`src/rtl/taxi_eth_10g_pkg.sv`:
```
// Shared 10GBASE-R constants: sync headers, control block type, idle block
// and the gearbox sequencer state encoding.
package taxi_eth_10g_pkg;

  localparam logic [1:0] SYNC_DATA = 2'b01;
  localparam logic [1:0] SYNC_CTRL = 2'b10;

  localparam logic [7:0] BLOCK_TYPE_CTRL = 8'h1E;

  // All-control block carrying eight idle characters (7'h00 each).
  localparam logic [63:0] IDLE_BLOCK = {56'd0, BLOCK_TYPE_CTRL};

  typedef logic [0:0] gbx_state_t;

  localparam gbx_state_t ALIGN = 1'b0;
  localparam gbx_state_t RUN   = 1'b1;

endpackage

```
`src/rtl/taxi_eth_phy_10g_tx_gbx_seq.sv`:
```
// Paces encoded 64b/66b blocks into the 10G PHY TX interface for an async
// gearbox, inserting idle blocks whenever the encoder has nothing in a slot.
module taxi_eth_phy_10g_tx_gbx_seq
  import taxi_eth_10g_pkg::*;
#(
  parameter int   DATA_W  = 64,
  parameter int   HDR_W   = 2,
  parameter logic GBX_EN  = 1'b1,
  parameter int   GBX_CNT = 33
) (
  input  logic              clk,
  input  logic              rst,

  input  logic [DATA_W-1:0] s_data,
  input  logic [HDR_W-1:0]  s_hdr,
  input  logic              s_valid,
  output logic              s_ready,

  output logic [DATA_W-1:0] encoded_tx_data,
  output logic              encoded_tx_data_valid,
  output logic [HDR_W-1:0]  encoded_tx_hdr,
  output logic              encoded_tx_hdr_valid,
  output logic              tx_gbx_start,
  input  logic              tx_gbx_req_start,
  input  logic              tx_gbx_req_stall,

  input  logic              cfg_gbx_ext,

  output logic              stat_tx_idle_ins,
  output logic              stat_tx_aligned
);

  localparam int CNT_W = (GBX_CNT > 1) ? $clog2(GBX_CNT) : 1;
  localparam logic [CNT_W-1:0] CNT_LAST = CNT_W'(GBX_CNT - 1);

  if (DATA_W != 64) begin : g_bad_data_w
    $fatal(1, "DATA_W must be 64");
  end
  if (HDR_W != 2) begin : g_bad_hdr_w
    $fatal(1, "HDR_W must be 2");
  end
  if (GBX_CNT < 2) begin : g_bad_gbx_cnt
    $fatal(1, "GBX_CNT must be at least 2");
  end

  gbx_state_t       state_reg, state_next;
  logic [CNT_W-1:0] cnt_reg, cnt_next;
  logic             start_pend_reg, start_pend_next;
  logic             cfg_ext_reg;

  logic stall;
  logic slot;
  logic start_req;
  logic cfg_chg;

  // Slot qualification deliberately ignores s_valid so the encoder sees a
  // ready that does not depend on its own valid.
  assign stall   = GBX_EN && (cfg_gbx_ext ? tx_gbx_req_stall : (cnt_reg == CNT_LAST));
  assign slot    = (state_reg == RUN) && !stall;
  assign s_ready = slot;

  assign cfg_chg   = GBX_EN && (cfg_gbx_ext != cfg_ext_reg);
  assign start_req = GBX_EN && (start_pend_reg ||
                     ((state_reg == RUN) && cfg_gbx_ext && tx_gbx_req_start));

  // NOTE: every variable gets a default at the top of the block so no path
  // leaves it unassigned, which would otherwise infer a latch.
  always_comb begin
    state_next      = state_reg;
    cnt_next        = cnt_reg;
    start_pend_next = start_pend_reg;

    if (state_reg == ALIGN) begin
      cnt_next = '0;
      if (!GBX_EN || !cfg_gbx_ext || tx_gbx_req_start) begin
        state_next      = RUN;
        start_pend_next = GBX_EN;
      end
    end else begin
      cnt_next = (cnt_reg == CNT_LAST) ? '0 : cnt_reg + 1'b1;
      // A pending start survives stalled cycles and is consumed by a slot.
      start_pend_next = slot ? 1'b0 : start_req;
    end

    // A mode switch restarts alignment; the word accepted this cycle still goes out.
    if (cfg_chg) begin
      state_next      = ALIGN;
      cnt_next        = '0;
      start_pend_next = 1'b0;
    end
  end

  // NOTE: sequential state uses non-blocking assignments so every flop
  // samples the pre-edge values, independent of statement order.
  always_ff @(posedge clk) begin
    if (rst) begin
      state_reg             <= GBX_EN ? ALIGN : RUN;
      cnt_reg               <= '0;
      start_pend_reg        <= 1'b0;
      cfg_ext_reg           <= cfg_gbx_ext;
      encoded_tx_data       <= '0;
      encoded_tx_hdr        <= '0;
      encoded_tx_data_valid <= 1'b0;
      tx_gbx_start          <= 1'b0;
      stat_tx_idle_ins      <= 1'b0;
      stat_tx_aligned       <= 1'b0;
    end else begin
      state_reg      <= state_next;
      cnt_reg        <= cnt_next;
      start_pend_reg <= start_pend_next;
      cfg_ext_reg    <= cfg_gbx_ext;

      encoded_tx_data_valid <= slot;
      tx_gbx_start          <= slot && start_req;
      stat_tx_idle_ins      <= slot && !s_valid;
      stat_tx_aligned       <= (state_next == RUN);

      if (slot) begin
        encoded_tx_data <= s_valid ? s_data : IDLE_BLOCK;
        encoded_tx_hdr  <= s_valid ? s_hdr  : SYNC_CTRL;
      end
    end
  end

  assign encoded_tx_hdr_valid = encoded_tx_data_valid;

endmodule

```
`config.mk`:
```
export PLATFORM = sky130hd
export DESIGN_NAME = taxi_eth_phy_10g_tx_gbx_seq
export DESIGN_NICKNAME = d
export VERILOG_FILES = /design/src/rtl/taxi_eth_10g_pkg.sv /design/src/rtl/taxi_eth_phy_10g_tx_gbx_seq.sv
export SDC_FILE = /design/constraint.sdc
export NUM_CORES = 1
export LEC_CHECK = 0
export CORE_MARGIN = 8
export CORE_UTILIZATION = 30
export CTS_CLUSTER_SIZE = 24
export DETAILED_ROUTE_END_ITERATION = 10
export PLACE_DENSITY = 0.72
export SETUP_SLACK_MARGIN = 0.5
export SLEW_MARGIN = 20
export SYNTH_ARGS = -nofsm -noshare
export SYNTH_HDL_FRONTEND = slang
export SYNTH_SLANG_ARGS = --single-unit
```
`constraint.sdc`:
```
create_clock -name clk -period 6.47 [get_ports clk]
set_clock_uncertainty 0.15 [all_clocks]
set_input_delay 1.941 -clock clk [delete_from_list [all_inputs] [get_ports clk]]
set_output_delay 1.941 -clock clk [all_outputs]
set_load 0.005 [all_outputs]
```
==> impl_metrics.tcl <==
set metrics [dict create \
    grt_max_degree 34 \
    drt-pass1-iter-count 4 \
    ys_warn_count 0 \
    required_ns 4.38 \
    fin_hold_ws_ns 0.307 \
    worst_pin_slew_ns 0.644 \
    numCtsBuffers 9 \
    nNetsFinal 430 \
    coreArea_um2 8220 \
    hold_viol 0 \
    ys_seq_area_share_pct 61.3 \
    path_common_cell "clkdlybuf4s50_1" \
    cts_resized 0 \
    setup_viol 0 \
    initial_core_util_pct 31.0 \
    power_density_nw_per_um2 225 \
    maxCapViolCount 0 \
    largest_reg_flops 64 \
    root_buffer "clkbuf_8" \
    wl_per_cell_um 16.5 \
    synthesis.area_um2 2550 \
    num_vias 2207 \
    arrival_ns 3.70 \
    antenna_found_initial 0 \
    cp_top_family "buffers and inverters" \
    dr.first_iter.drc_count 108 \
    setup_tns_ns 0 \
    path_cells "clkdlybuf4s50_1 -> o311ai_4 -> inv_4 -> clkdlybuf4s50_1" \
    num_antenna_cells 0 \
    cts_htree_levels 3 \
    synth_cell_types 26 \
    grt.total_usage_pct 12.6 \
    max-slew-margin-rel_pct 56.9 \
    num_rows 33 \
    synth_area_leaders "dfxtp_1 (61%), a22o_1 (20%), nor2_1 (2.1%)" \
    regArea_um2 1560 \
    dieArea_um2 11700 \
    avgSynthCellArea_um2 11.7 \
    leakagePower_uw 0.00157 \
    post-route-period-util_pct 89.5 \
    wl_mm 7.67 \
    drive_gt1_share_pct 6.37 \
    grt_pass1_vias 2205 \
    hp-class "reg2reg" \
    post-cts-setup-buffers 0 \
    period_minus_slack_ns 5.79 \
    crit_buf_inv 3 \
    outcome "complete, no violations" \
    die_height_um 108 \
    yosysTopAreaCell "dfxtp_1" \
    path_clk_slew_ns 0.07 \
    multiInputGateArea_um2 865 \
    io_buffers 143 \
    synth_top_cell_area_share_pct 61.3 \
    grt.overflow.total 0 \
    postCtsHoldBufs 0 \
    final_cell_mix "clkdlybuf4s50_1 (143), dfxtp_1 (78), a22o_1 (59)" \
    io_pins 144 \
    cpPeakStageDelay_ns 0.60 \
    finalPower_uw 951 \
    grt_pass1_wl_mm 11.7 \
    clk_latency_ns 0.33 \
    numClockSinks 78 \
    max-vdd-ir-drop_mv 0.145 \
    hpwl_mm 5.86 \
    synth_seq_cells 78 \
    synthCells 217 \
    crit_path_top_delay_cell "clkdlybuf4s50_1" \
    vias_per_cell 4.74 \
    ctsLongestPathBuffers 2 \
    final_common_cell "clkdlybuf4s50_1" \
    gp_congestion 0.707 \
    die_w_um 108 \
    crit_type "in2out" \
    cts_tree "built" \
    fmax_mhz 173 \
    area_growth_pct 66.1 \
    drc_errors 0 \
    drv_slew 0 \
    cp-end-kind "output pin" \
    num-fill-cells 760 \
    antenna_left 0 \
    mappedNetlistNets 291 \
    rsz0062_at_grt "false" \
    critPathLaunchType "primary input" \
    crit_fanout 15 \
]
==> kinds of logic after synthesis <==
logic type                 synth area share (%)
DFF                                        61.3
and+or+nand+nor                            6.09
xor gates and xnor gates                   1.72
adders and majority gates                 0.982
buffers and inverters                      5.06
AOI/OAI and AO/OA                          24.9
==> synth_stat cells <==
cell / instances
clkbuf_1: 7
nor2_1: 14
nor3_1: 4
or3_4: 1
nor2_4: 1
a31oi_1: 1
inv_1: 8
o311ai_4: 1
a311oi_1: 5
buf_2: 5
o211ai_1: 2
or2_2: 1
nor2b_1: 1
buf_4: 2
buf_1: 1
nand3_1: 5
a22o_1: 59
dfxtp_1: 78
xor2_1: 2
o21ai_0: 2
a21oi_1: 3
xnor2_1: 3
ha_1: 2
nand2_1: 6
inv_4: 1
buf_6: 2
==> worst register-to-register path, stage by stage (launching register included) <==
cell and delay (ns):
dfxtp_1 0.35, or3_4 0.43, o311ai_4 0.42, inv_4 0.16, nor2_4 0.53, buf_4 0.46
a22o_1 0.21
==> per-stage QoR <==
stage	std cells	utilization, %	setup slack [ns]	area (um^2)
final	466	51.5	0.676	4230
after global routing	466	51.5	0.590	4230
after floorplan	217	-	1.63	2550
after CTS	466	51.5	0.666	4230
after global placement	450	49.2	0.755	4040
after detailed placement	450	49.2	0.666	4040
==> routing by layer <==
layer / track usage (%) / routed length, um / up-vias
met5: 0 / 0 / -
met4: 4.66 / 135 / 0
met3: 5.18 / 656 / 11
met2: 22.1 / 3860 / 86
met1: 13.1 / 3020 / 1036
li1: - / - / 1074
==> worst paths after layout <==
check                                          end  slack, ns                             start  cells after the start
setup / recovery                           s_ready       0.68                       cfg_gbx_ext                      4
hold / removal    encoded_tx_data[32]$_SDFFE_PP0P_       0.31  encoded_tx_data[32]$_SDFFE_PP0P_                      2
setup reg to reg  encoded_tx_data[61]$_SDFFE_PP0P_       3.71             cnt_reg[3]$_SDFF_PP0_                      6
hold reg to reg   encoded_tx_data[32]$_SDFFE_PP0P_       0.31  encoded_tx_data[32]$_SDFFE_PP0P_                      2
==> where the power goes <==
group	internal, uW	total [uW]	switching (uW)
sequential	493	501	7.68
combinational	70.6	105	34.9
clock	177	345	168
total	741	951	210
==> final cells by class <==
cell class,instances,area share [%]
tap,105,3.11
multi-input combinational,113,20.4
sequential,78,36.9
clock buffer,10,3.02
inverter,9,0.858
timing repair buffer,145,34.2
clock inverter,6,1.48
Power figures use the tool's default switching activity.
